File: src/rtl/icache_direct_pkg.sv
// Shared parameters, address-field helpers and FSM state encoding for the
// direct-mapped instruction cache.
package icache_direct_pkg;

    localparam int unsigned ADDR_WIDTH  = 32;
    localparam int unsigned INDEX_BITS  = 4;
    localparam int unsigned OFFSET_BITS = 2;
    localparam int unsigned TAG_BITS    = ADDR_WIDTH - INDEX_BITS - OFFSET_BITS - 2;
    localparam int unsigned LINE_WORDS  = 1 << OFFSET_BITS;
    localparam int unsigned LINE_COUNT  = 1 << INDEX_BITS;

    typedef logic [TAG_BITS-1:0]    ic_tag_t;
    typedef logic [INDEX_BITS-1:0]  ic_index_t;
    typedef logic [OFFSET_BITS-1:0] ic_offset_t;

    localparam ic_offset_t LAST_WORD = ic_offset_t'(LINE_WORDS - 1);

    // Byte address split: tag | index | word offset | byte-in-word
    typedef struct packed {
        ic_tag_t    tag;
        ic_index_t  index;
        ic_offset_t offset;
        logic [1:0] byte_sel;
    } ic_pc_fields_t;

    typedef enum logic [1:0] {
        IC_IDLE = 2'd0,
        IC_FILL = 2'd1,
        IC_RESP = 2'd2
    } ic_state_t;

endpackage

File: src/rtl/icache_direct_if.sv
// Fetcher, RoB flush and memory-controller signals of the instruction cache.
// The cache is the slave; the surrounding pipeline/memory side is the master.
interface icache_direct_if;
    import icache_direct_pkg::*;

    logic                  IFIC_en;
    logic [ADDR_WIDTH-1:0] IFIC_pc;
    logic                  ICIF_en;
    logic [31:0]           ICIF_data;
    logic                  RoBIC_flush;
    logic                  ICMC_en;
    logic [ADDR_WIDTH-1:0] ICMC_addr;
    logic                  MCIC_en;
    logic [31:0]           MCIC_data;

    modport master (
        output IFIC_en, IFIC_pc, RoBIC_flush, MCIC_en, MCIC_data,
        input  ICIF_en, ICIF_data, ICMC_en, ICMC_addr
    );

    modport slave (
        input  IFIC_en, IFIC_pc, RoBIC_flush, MCIC_en, MCIC_data,
        output ICIF_en, ICIF_data, ICMC_en, ICMC_addr
    );

endinterface

File: src/rtl/icache_direct_line_store.sv
// Valid/tag/data arrays of the direct-mapped cache: combinational lookup,
// per-word data write, tag+valid write, synchronous clear of all valid bits.
module icache_line_store
    import icache_direct_pkg::*;
(
    input  logic       Sys_clk,
    input  logic       clr,
    // lookup port
    input  ic_index_t  rd_index,
    input  ic_offset_t rd_offset,
    input  ic_tag_t    rd_tag,
    output logic       rd_hit,
    output logic [31:0] rd_word,
    // data word write port
    input  logic       word_we,
    input  ic_index_t  wr_index,
    input  ic_offset_t wr_offset,
    input  logic [31:0] wr_data,
    // tag/valid write port
    input  logic       tag_we,
    input  ic_index_t  tag_index,
    input  ic_tag_t    tag_wdata
);

    logic [LINE_COUNT-1:0] valid_q;
    ic_tag_t               tag_q  [LINE_COUNT];
    logic [31:0]           data_q [LINE_COUNT][LINE_WORDS];

    // Combinational lookup
    always_comb begin
        rd_word = data_q[rd_index][rd_offset];
        rd_hit  = valid_q[rd_index] && (tag_q[rd_index] == rd_tag);
    end

    // Data words are written one beat at a time during a fill
    always_ff @(posedge Sys_clk) begin
        if (word_we) begin
            data_q[wr_index][wr_offset] <= wr_data;
        end
    end

    // Valid bits clear only on reset; a completed fill stamps tag and valid
    always_ff @(posedge Sys_clk) begin
        if (clr) begin
            valid_q <= '0;
        end else if (tag_we) begin
            valid_q[tag_index] <= 1'b1;
            tag_q[tag_index]   <= tag_wdata;
        end
    end

endmodule

File: src/rtl/icache_direct.sv
// Direct-mapped read-only instruction cache: one fetch at a time, hits answer
// next cycle, misses fill the whole line from the memory controller first.
module icache_direct
    import icache_direct_pkg::*;
(
    input  logic             Sys_clk,
    input  logic             Sys_rst,
    input  logic             Sys_rdy,
    icache_direct_if.slave   bus
);

    ic_state_t     state;
    ic_offset_t    word_cnt;
    ic_tag_t       req_tag;
    ic_index_t     req_index;
    ic_offset_t    req_offset;
    logic          flush_pend;

    ic_pc_fields_t pc_f;
    ic_index_t     rd_index;
    ic_offset_t    rd_offset;
    ic_tag_t       rd_tag;
    logic          rd_hit;
    logic [31:0]   rd_word;
    logic          accept;
    logic          fill_beat;
    logic          fill_last;
    logic [31:0]   resp_word;
    logic          unused_byte_sel;

    assign pc_f            = bus.IFIC_pc;
    assign unused_byte_sel = ^pc_f.byte_sel;

    // Lookup uses the live pc while idle and the latched request otherwise
    always_comb begin
        if (state == IC_IDLE) begin
            rd_tag    = pc_f.tag;
            rd_index  = pc_f.index;
            rd_offset = pc_f.offset;
        end else begin
            rd_tag    = req_tag;
            rd_index  = req_index;
            rd_offset = req_offset;
        end
    end

    // Handshake qualifiers and the word returned at the end of a fill
    always_comb begin
        accept    = bus.IFIC_en && !bus.ICIF_en && !bus.RoBIC_flush;
        fill_beat = Sys_rst && Sys_rdy && (state == IC_FILL)
                    && bus.ICMC_en && bus.MCIC_en;
        fill_last = fill_beat && (word_cnt == LAST_WORD);
        // The requested word may be the one arriving on this very beat
        resp_word = (req_offset == word_cnt) ? bus.MCIC_data : rd_word;
    end

    icache_line_store u_store (
        .Sys_clk   (Sys_clk),
        .clr       (!Sys_rst),
        .rd_index  (rd_index),
        .rd_offset (rd_offset),
        .rd_tag    (rd_tag),
        .rd_hit    (rd_hit),
        .rd_word   (rd_word),
        .word_we   (fill_beat),
        .wr_index  (req_index),
        .wr_offset (word_cnt),
        .wr_data   (bus.MCIC_data),
        .tag_we    (fill_last),
        .tag_index (req_index),
        .tag_wdata (req_tag)
    );

    // Control FSM with registered fetcher and memory-side outputs
    always_ff @(posedge Sys_clk) begin
        if (!Sys_rst) begin
            state         <= IC_IDLE;
            word_cnt      <= '0;
            req_tag       <= '0;
            req_index     <= '0;
            req_offset    <= '0;
            flush_pend    <= 1'b0;
            bus.ICIF_en   <= 1'b0;
            bus.ICIF_data <= '0;
            bus.ICMC_en   <= 1'b0;
            bus.ICMC_addr <= '0;
        end else if (Sys_rdy) begin
            case (state)
                IC_IDLE: begin
                    bus.ICIF_en <= 1'b0;
                    if (accept) begin
                        req_tag    <= pc_f.tag;
                        req_index  <= pc_f.index;
                        req_offset <= pc_f.offset;
                        if (rd_hit) begin
                            bus.ICIF_en   <= 1'b1;
                            bus.ICIF_data <= rd_word;
                        end else begin
                            state         <= IC_FILL;
                            word_cnt      <= '0;
                            flush_pend    <= 1'b0;
                            bus.ICMC_en   <= 1'b1;
                            bus.ICMC_addr <= {pc_f.tag, pc_f.index, ic_offset_t'(0), 2'b00};
                        end
                    end
                end
                IC_FILL: begin
                    bus.ICIF_en <= 1'b0;
                    if (bus.RoBIC_flush) begin
                        flush_pend <= 1'b1;
                    end
                    if (fill_beat) begin
                        if (fill_last) begin
                            bus.ICMC_en <= 1'b0;
                            // A flush seen at any point of the fill drops the response
                            if (flush_pend || bus.RoBIC_flush) begin
                                state <= IC_IDLE;
                            end else begin
                                state         <= IC_RESP;
                                bus.ICIF_en   <= 1'b1;
                                bus.ICIF_data <= resp_word;
                            end
                        end else begin
                            word_cnt      <= word_cnt + 1'b1;
                            bus.ICMC_addr <= bus.ICMC_addr + ADDR_WIDTH'(4);
                        end
                    end
                end
                IC_RESP: begin
                    bus.ICIF_en <= 1'b0;
                    state       <= IC_IDLE;
                end
                default: begin
                    bus.ICIF_en <= 1'b0;
                    state       <= IC_IDLE;
                end
            endcase
        end
    end

endmodule

File: src/flat_wrapper.sv
// flat-port wrapper written by rule: the top's interface ports become plain ports
module icache_direct_flat import icache_direct_pkg::*;
  (Sys_clk, Sys_rst, Sys_rdy, bus_IFIC_en, bus_IFIC_pc, bus_RoBIC_flush, bus_MCIC_en, bus_MCIC_data, bus_ICIF_en, bus_ICIF_data, bus_ICMC_en, bus_ICMC_addr);
  icache_direct_if bus_i ();
  input  logic Sys_clk;
  input  logic Sys_rst;
  input  logic Sys_rdy;
  input wire logic [$bits(bus_i.IFIC_en)-1:0] bus_IFIC_en;
  input wire logic [$bits(bus_i.IFIC_pc)-1:0] bus_IFIC_pc;
  input wire logic [$bits(bus_i.RoBIC_flush)-1:0] bus_RoBIC_flush;
  input wire logic [$bits(bus_i.MCIC_en)-1:0] bus_MCIC_en;
  input wire logic [$bits(bus_i.MCIC_data)-1:0] bus_MCIC_data;
  output wire logic [$bits(bus_i.ICIF_en)-1:0] bus_ICIF_en;
  output wire logic [$bits(bus_i.ICIF_data)-1:0] bus_ICIF_data;
  output wire logic [$bits(bus_i.ICMC_en)-1:0] bus_ICMC_en;
  output wire logic [$bits(bus_i.ICMC_addr)-1:0] bus_ICMC_addr;
  assign bus_i.IFIC_en = bus_IFIC_en;
  assign bus_i.IFIC_pc = bus_IFIC_pc;
  assign bus_i.RoBIC_flush = bus_RoBIC_flush;
  assign bus_i.MCIC_en = bus_MCIC_en;
  assign bus_i.MCIC_data = bus_MCIC_data;
  assign bus_ICIF_en = bus_i.ICIF_en;
  assign bus_ICIF_data = bus_i.ICIF_data;
  assign bus_ICMC_en = bus_i.ICMC_en;
  assign bus_ICMC_addr = bus_i.ICMC_addr;
  icache_direct u_core (.Sys_clk(Sys_clk), .Sys_rst(Sys_rst), .Sys_rdy(Sys_rdy), .bus(bus_i));
endmodule
File: config.mk
export PLATFORM = sky130hd
export DESIGN_NAME = icache_direct_flat
export DESIGN_NICKNAME = d
export VERILOG_FILES = /design/src/rtl/icache_direct_pkg.sv /design/src/rtl/icache_direct_if.sv /design/src/rtl/icache_direct_line_store.sv /design/src/rtl/icache_direct.sv /design/src/flat_wrapper.sv
export SDC_FILE = /design/constraint.sdc
export NUM_CORES = 2
export LEC_CHECK = 0
export CORE_MARGIN = 1.5
export CORE_UTILIZATION = 35
export DETAILED_ROUTE_END_ITERATION = 8
export GPL_ROUTABILITY_DRIVEN = 0
export PLACE_DENSITY = 0.51
export SLEW_MARGIN = 20
export SYNTH_ARGS = -nofsm -noshare
export SYNTH_HDL_FRONTEND = slang
export SYNTH_HIERARCHICAL = 1
export SYNTH_SLANG_ARGS = --single-unit
File: constraint.sdc
create_clock -name Sys_clk -period 13.2 [get_ports Sys_clk]
set_input_delay 3.96 -clock Sys_clk [delete_from_list [all_inputs] [get_ports Sys_clk]]
set_output_delay 3.96 -clock Sys_clk [all_outputs]
set_load 0.05 [all_outputs]
# After elaboration in Yosys (flattened, before gate mapping)
# Memory sizes are Yosys's and may differ from the RTL's.
# Index checks and enable logic that the tools add are counted.
[word_totals]
register_bits = 117
mem_bits_rw = 2432
wordCells = 112
mem_count = 2
[op_classes]
add_sub_neg = 2
magnitude_cmp = 6
n_eq_ne = 12
n_mux = 55
bitwise = 3
reduce_logical = 21
[memory_table]
columns = ["memory", "words", "width", "read_ports", "rd_clocked_by_memory_dff", "write_ports", "line", "rtl"]
rows = [
  ["u_core.u_store.data_q", 16, 128, 1, 0, 1, "icache_direct_line_store.sv:27", "logic [31:0] data_q [LINE_COUNT][LINE_WORDS];"],
  ["u_core.u_store.tag_q", 16, 24, 1, 0, 1, "icache_direct_line_store.sv:26", "ic_tag_t tag_q [LINE_COUNT];"],
]
[ops]
columns = ["operator", "count"]
rows = [
  ["32-bit two-way mux", 13],
  ["128-bit two-way mux", 1],
  ["32-bit case mux with 2 select lines", 2],
  ["32-bit binary-select mux with 2-bit select", 1],
  ["32-bit demux with 2-bit select", 1],
  ["32-bit by 3-bit adder with 32-bit output, second input constant", 1],
  ["24-bit equality test", 1],
  ["24-bit two-way mux", 1],
  ["2-bit two-way mux", 10],
  ["1-bit two-way mux", 18],
  ["16-bit OR", 1],
  ["6-bit AND reduction", 2],
  ["1-bit logical AND", 10],
  ["4-bit by 5-bit < comparator with 1-bit output, second input constant", 2],
  ["5-bit AND reduction", 2],
  ["2-bit by 1-bit inequality test with 1-bit output, second input constant", 4],
  ["2-bit inequality test, second input constant", 4],
  ["2-bit case mux with 2 select lines", 2],
  ["7-bit AND reduction", 1],
  ["3-bit >= comparator, second input constant", 2],
  ["2-bit inverter with 3-bit output", 2],
  ["1-bit case mux with 2 select lines", 3],
  ["1-bit binary-select mux with 4-bit select", 1],
  ["1-bit demux with 4-bit select", 1],
  ["12 further kinds", 13],
]

# Logic depth before layout (Yosys ltp)
[depth]
depth_word = 11
ltp_mapped = 22

# Hierarchy
# Netlist, hierarchy kept.
[by_module_without_submodules]
columns = ["module", "instances", "cells_each", "area_per_inst_um2", "seq_area_each_um2"]
rows = [
  ["icache_line_store", 1, 3776, 93821.2, 73350.3],
  ["icache_direct", 1, 620, 5063.6, 1981.9],
]

# Worst setup path after synthesis
# OpenSTA, ideal clock, no wires.
[synth_path]
kind = "input -> register"
startpoint = "input port bus_IFIC_pc[4]"
endpoint = "register u_core.bus.ICMC_addr[12]"
setup_ns = 0.119
arrival_time_ns = 7.537
slack_ns = 5.544
stages = 19
n_path_buf = 7
path_cell_list = "mux2_2 -> buf_6 -> buf_6 -> buf_4 -> buf_2 -> buf_2 -> mux2i_1 -> mux2i_1 -> xnor2_1 -> nand4_1 -> or4_1 -> nor4_2 -> inv_1 -> and3_1 -> buf_2 -> nor2_1 -> clkbuf_1 -> a21oi_1 -> o221a_2"
[synth_between]
elab_chain_len = 6
elab_cells_between_ends = 8
cone_classes = "eq/ne: 2; mux: 3; reduce/logical: 2; memory: 1"
[synth_lines]
columns = ["element", "line", "rtl"]
rows = [
  ["from (decl)", "flat_wrapper.sv:9", "input wire logic [$bits(bus_i.IFIC_pc)-1:0] bus_IFIC_pc;"],
  ["4-bit two-way mux *", "icache_direct.sv:36", "if (state == IC_IDLE) begin"],
  ["memory 16 x 24 bit or 1-bit binary-select mux with 4-bit select (tied branches)", "--", ""],
  ["24-bit equality test or 1-bit two-way mux (tied branches)", "icache_direct_line_store.sv:32", "rd_hit = valid_q[rd_index] && (tag_q[rd_index] == rd_tag);"],
  ["1-bit logical AND *", "icache_direct_line_store.sv:32", ""],
  ["named net u_core.rd_hit", "icache_direct.sv:23", "logic rd_hit;"],
  ["2-bit inequality test (no source line) *", "--", ""],
  ["6-bit AND reduction (no source line) *", "--", ""],
  ["to (signal assigned)", "icache_direct.sv:103", "bus.ICMC_addr <= {pc_f.tag, pc_f.index, ic_offset_t'(0), 2'b00};"],
  ["to (signal assigned)", "icache_direct.sv:125", "bus.ICMC_addr <= bus.ICMC_addr + ADDR_WIDTH'(4);"],
  ["to (decl)", "icache_direct_if.sv:23", "output ICIF_en, ICIF_data, ICMC_en, ICMC_addr"],
]
# The timed path passes the listed nets; every way through them passes the cells marked *. The select of a mux whose other input is x is not followed.
# A chain may end at the register's enable or synchronous reset.

# Final worst setup path
[layout_path]
startpoint = "input port bus_IFIC_pc[4]"
endpoint = "register u_core.bus.ICMC_addr[12]"
[layout_between]
elab_chain_len = 6
elab_cells_between_ends = 8
cone_classes = "eq/ne: 2; mux: 3; reduce/logical: 2; memory: 1"
[layout_lines]
columns = ["element", "line", "rtl"]
rows = [
  ["4-bit two-way mux *", "icache_direct.sv:36", ""],
  ["named net u_core.rd_index[0]", "icache_direct.sv:20", "ic_index_t rd_index;"],
  ["memory 16 x 24 bit or 1-bit binary-select mux with 4-bit select (tied branches)", "--", ""],
  ["24-bit equality test or 1-bit two-way mux (tied branches)", "icache_direct_line_store.sv:32", ""],
  ["1-bit logical AND *", "icache_direct_line_store.sv:32", ""],
  ["named net u_core.rd_hit", "icache_direct.sv:23", ""],
  ["2-bit inequality test (no source line) *", "--", ""],
  ["6-bit AND reduction (no source line) *", "--", ""],
]
# Marks and branches as above.

==> impl_metrics.json <==
{
  "status": "finished, final reports clean",
  "path_max_fanout": 89,
  "hold_path_end": "u_core/u_store/valid_q[6]",
  "die_h_microns": 535,
  "grtUsageTotal_pct": 18.4,
  "synth-edff-count": 2432,
  "final_cell_mix": "2,432 x edfxtp_1, 757 x mux4_2, 285 x clkbuf_16",
  "first_pass_iters": 5,
  "ios": 136,
  "finalCritPeriodShare_pct": 69.0,
  "htreeDepth": 5,
  "startpoint_type": "input pin",
  "grt_max_degree": 115,
  "clockRootBuffer": "clkbuf_16",
  "crit_slowest_cell": "mux2_8",
  "area_delta_synth_final_pct": 15.2,
  "die_w_microns": 535,
  "drv_cap": 0,
  "layout_commonest_cell": "edfxtp_1",
  "cts_buffers": 274,
  "drc_errors": 0,
  "drive_gt1_share_pct": 29.1,
  "core.rowCount": 194,
  "antenna_found_initial": 15,
  "io_buffers": 131,
  "ctsResizeCount": 0,
  "register_area_sq_mm": 0.0753,
  "worstReg2RegStart": "u_core/state[1]",
  "synth_cell_type_count": 72,
  "comb_power_share_pct": 6.0,
  "switching_share_pct": 21.3,
  "path_class": "input pin to flop",
  "drv_slew": 0,
  "hold_viol_final": 0,
  "finalSetupViolations": 0,
  "dpl.cell_count": 8150,
  "synthFlopType": "edfxtp_1",
  "leakage_nw": 34.5,
  "slew_headroom_pct": 27.4,
  "p_int_mw": 13.6,
  "synth_area_leader_cell": "edfxtp_1",
  "grt_pass1_wl_mm": 372,
  "cp_top_family": "simple AND/OR/NAND/NOR gates",
  "layoutNonFillerInstCount": 8630,
  "worst_pin_slew_ns": 1.08,
  "synth-seq-cells": 2547,
  "async_flop_share_pct": 0,
  "power.net_switching_mw": 3.68,
  "period_needed_ns": 9.10,
  "cts.sinks": 2547,
  "dieArea_sq_mm": 0.286,
  "seqPwrFrac_pct": 51.4,
  "skew_ns": 0.0625,
  "r2r-end": "u_core/bus.ICMC_addr[12]",
  "worst-r2r-setup-slack_ns": 6.37,
  "power_frac_clock_pct": 42.6,
  "synth.area.top_cells": "edfxtp_1 74%, mux4_2 17%, dfxtp_1 2.3%",
  "worstHoldStart": "u_core/u_store/valid_q[6]",
  "gr-total-overflow": 0,
  "rsz0062_at_grt": "false",
  "cts_buffer_depth": 4,
  "clk_pin_slew_ns": 0.06,
  "postRouteAntennaNets": 0,
  "arrival_ns": 9.85,
  "wl_mm": 265,
  "wl_per_cell_microns": 30.7,
  "worstSetupEndpointType": "flop",
  "netlist_area_sq_mm": 0.0989,
  "hold_path_depth": 1,
  "worstSkewPairLatency_ns": 0.85,
  "avgSynthCellArea_sq_um": 22.5,
  "crit_required_ns": 13.94,
  "cpPeakStageDelay_ns": 0.81,
  "syn_inst": 4396,
  "path_common_cell": "or4_1",
  "coreArea_sq_mm": 0.280,
  "ys_warn_count": 6,
  "r2r_cells": 17,
  "first_global_vias": 48200,
  "dp_hpwl_mm": 138,
  "avgViaCountPerCell": 5.49,
  "multi_input_area_sq_mm": 0.0230,
  "fmax_ghz": 0.110,
  "yosysSeqAreaShare_pct": 76.2,
  "crit_chain": "clkdlybuf4s50_1 > mux2_8 > buf_12 > mux4_2 > nor3b_1 > nor4_1 > o211ai_1 > or4_1 > or4_1 > nor4_2 > inv_1 > and3_1 > nor2_2 > buf_4 > a21oi_1 > o221a_2",
  "cts_setup_buffers": 0,
  "routed-via-count": 47400,
  "hold_buffers": 0,
  "cp_num_buf_inv": 4,
  "hold_path_class": "flop to flop",
  "tns_ns": 0,
  "synth_top_area_share_pct": 73.9,
  "start_util_pct": 35.3,
  "power_density_mw_per_mm2": 151,
  "fillers": 24600,
  "cts_tree": "done",
  "drtIter0Drc": 4644,
  "vdd_drop_max_mv": 0.0876,
  "final_nets": 4774
}
[Yosys cell counts (11+ instances only)]
cell type,count
a21o_1,19
mux4_2,757
a21oi_1,71
xor2_1,11
nand4_1,12
inv_1,14
and3_1,12
mux2i_1,72
nor2_1,157
xnor2_1,18
nand2_1,133
buf_2,92
mux2_2,38
dfxtp_1,115
nand3_1,25
edfxtp_1,2432
nor3_1,12
buf_1,57
o21ai_0,37
clkbuf_1,67
a211oi_1,45
buf_4,24
a31oi_1,22
nor2b_1,19
[layout make-up]
type / instances / share of cell area [%]
clock buffer: 357 / 6.63
multi-input combinational: 1585 / 20.2
inverter: 17 / 0.0593
sequential: 2547 / 66.2
tap: 3724 / 4.09
clock inverter: 119 / 0.799
antenna: 4 / 0.00879
timing repair buffer: 277 / 2.08
[cells by family (layout without fill, tap and decap cells)]
| group | after synthesis | after routing | share of synthesized area (%) |
|---|---|---|---|
| AO/OA/AOI/OAI | 256 | 256 | 1.70 |
| XOR/XNOR | 29 | 29 | 0.257 |
| adder cells (fa/ha/maj) | 2 | 2 | 0.0253 |
| buffers and inverters | 265 | 770 | 1.29 |
| flip-flops | 2547 | 2547 | 76.2 |
| multiplexers | 874 | 874 | 18.6 |
| other | 1 | 6 | 0.00379 |
| AND/OR/NAND/NOR | 422 | 422 | 1.95 |
[power groups by stage]
stage               combinational, mW  sequential, mW  clock, mW
floorplan                       0.645            9.04          0
global placement                 1.04            9.03          0
CTS                              1.05            8.86       7.54
global route                     1.11            8.86       7.84
finish                           1.04            8.86       7.34
detailed placement               1.05            9.03          0
[worst max-delay path by stage]
stage	depth (start not counted)	from	slack, ns	endpoint
after floorplan	19	bus_IFIC_pc[4]	5.54	u_core/bus.ICMC_addr[12]
after global placement	16	bus_IFIC_pc[4]	3.03	u_core/bus.ICMC_addr[12]
after detailed placement	16	bus_IFIC_pc[4]	3.04	u_core/bus.ICMC_addr[12]
after CTS	16	bus_IFIC_pc[4]	3.98	u_core/bus.ICMC_addr[12]
after global routing	16	bus_IFIC_pc[4]	3.65	u_core/bus.ICMC_addr[12]
final	16	bus_IFIC_pc[4]	4.10	u_core/bus.ICMC_addr[12]
[routing by layer]
layer	global-route usage [%]	wire length, microns	share of wire (%)
met1	25.6	114000	43
met2	29.5	127000	48
met3	3.67	17100	6.4
met4	5.18	6960	2.6
met5	0	25	0.0094
[registers in the layout, summed over array words and instances, names as in the netlist, 4 cells and up]
signal	cells
u_core/bus.ICMC_addr	30
u_core/u_store/data_q	2048
u_core/u_store/tag_q	384
u_core/req_index	4
u_core/req_tag	24
u_core/u_store/valid_q	16
u_core/bus.ICIF_data	32
[per-stage QoR]
| stage | worst slack [ns] | util [%] | hold slack, ns | power (mW) | cell area, sq um |
|---|---|---|---|---|---|
| floorplan | 5.54 | - | 0.421 | 9.68 | 98900 |
| global placement | 3.03 | 37.6 | 0.427 | 10.1 | 105000 |
| detailed placement | 3.04 | 37.6 | 0.436 | 10.1 | 105000 |
| CTS | 3.98 | 40.6 | 0.450 | 17.5 | 114000 |
| global route | 3.65 | 40.7 | 0.456 | 17.8 | 114000 |
| finish | 4.10 | 40.7 | 0.445 | 17.2 | 114000 |
No activity file was read; power rests on OpenSTA's default activity.
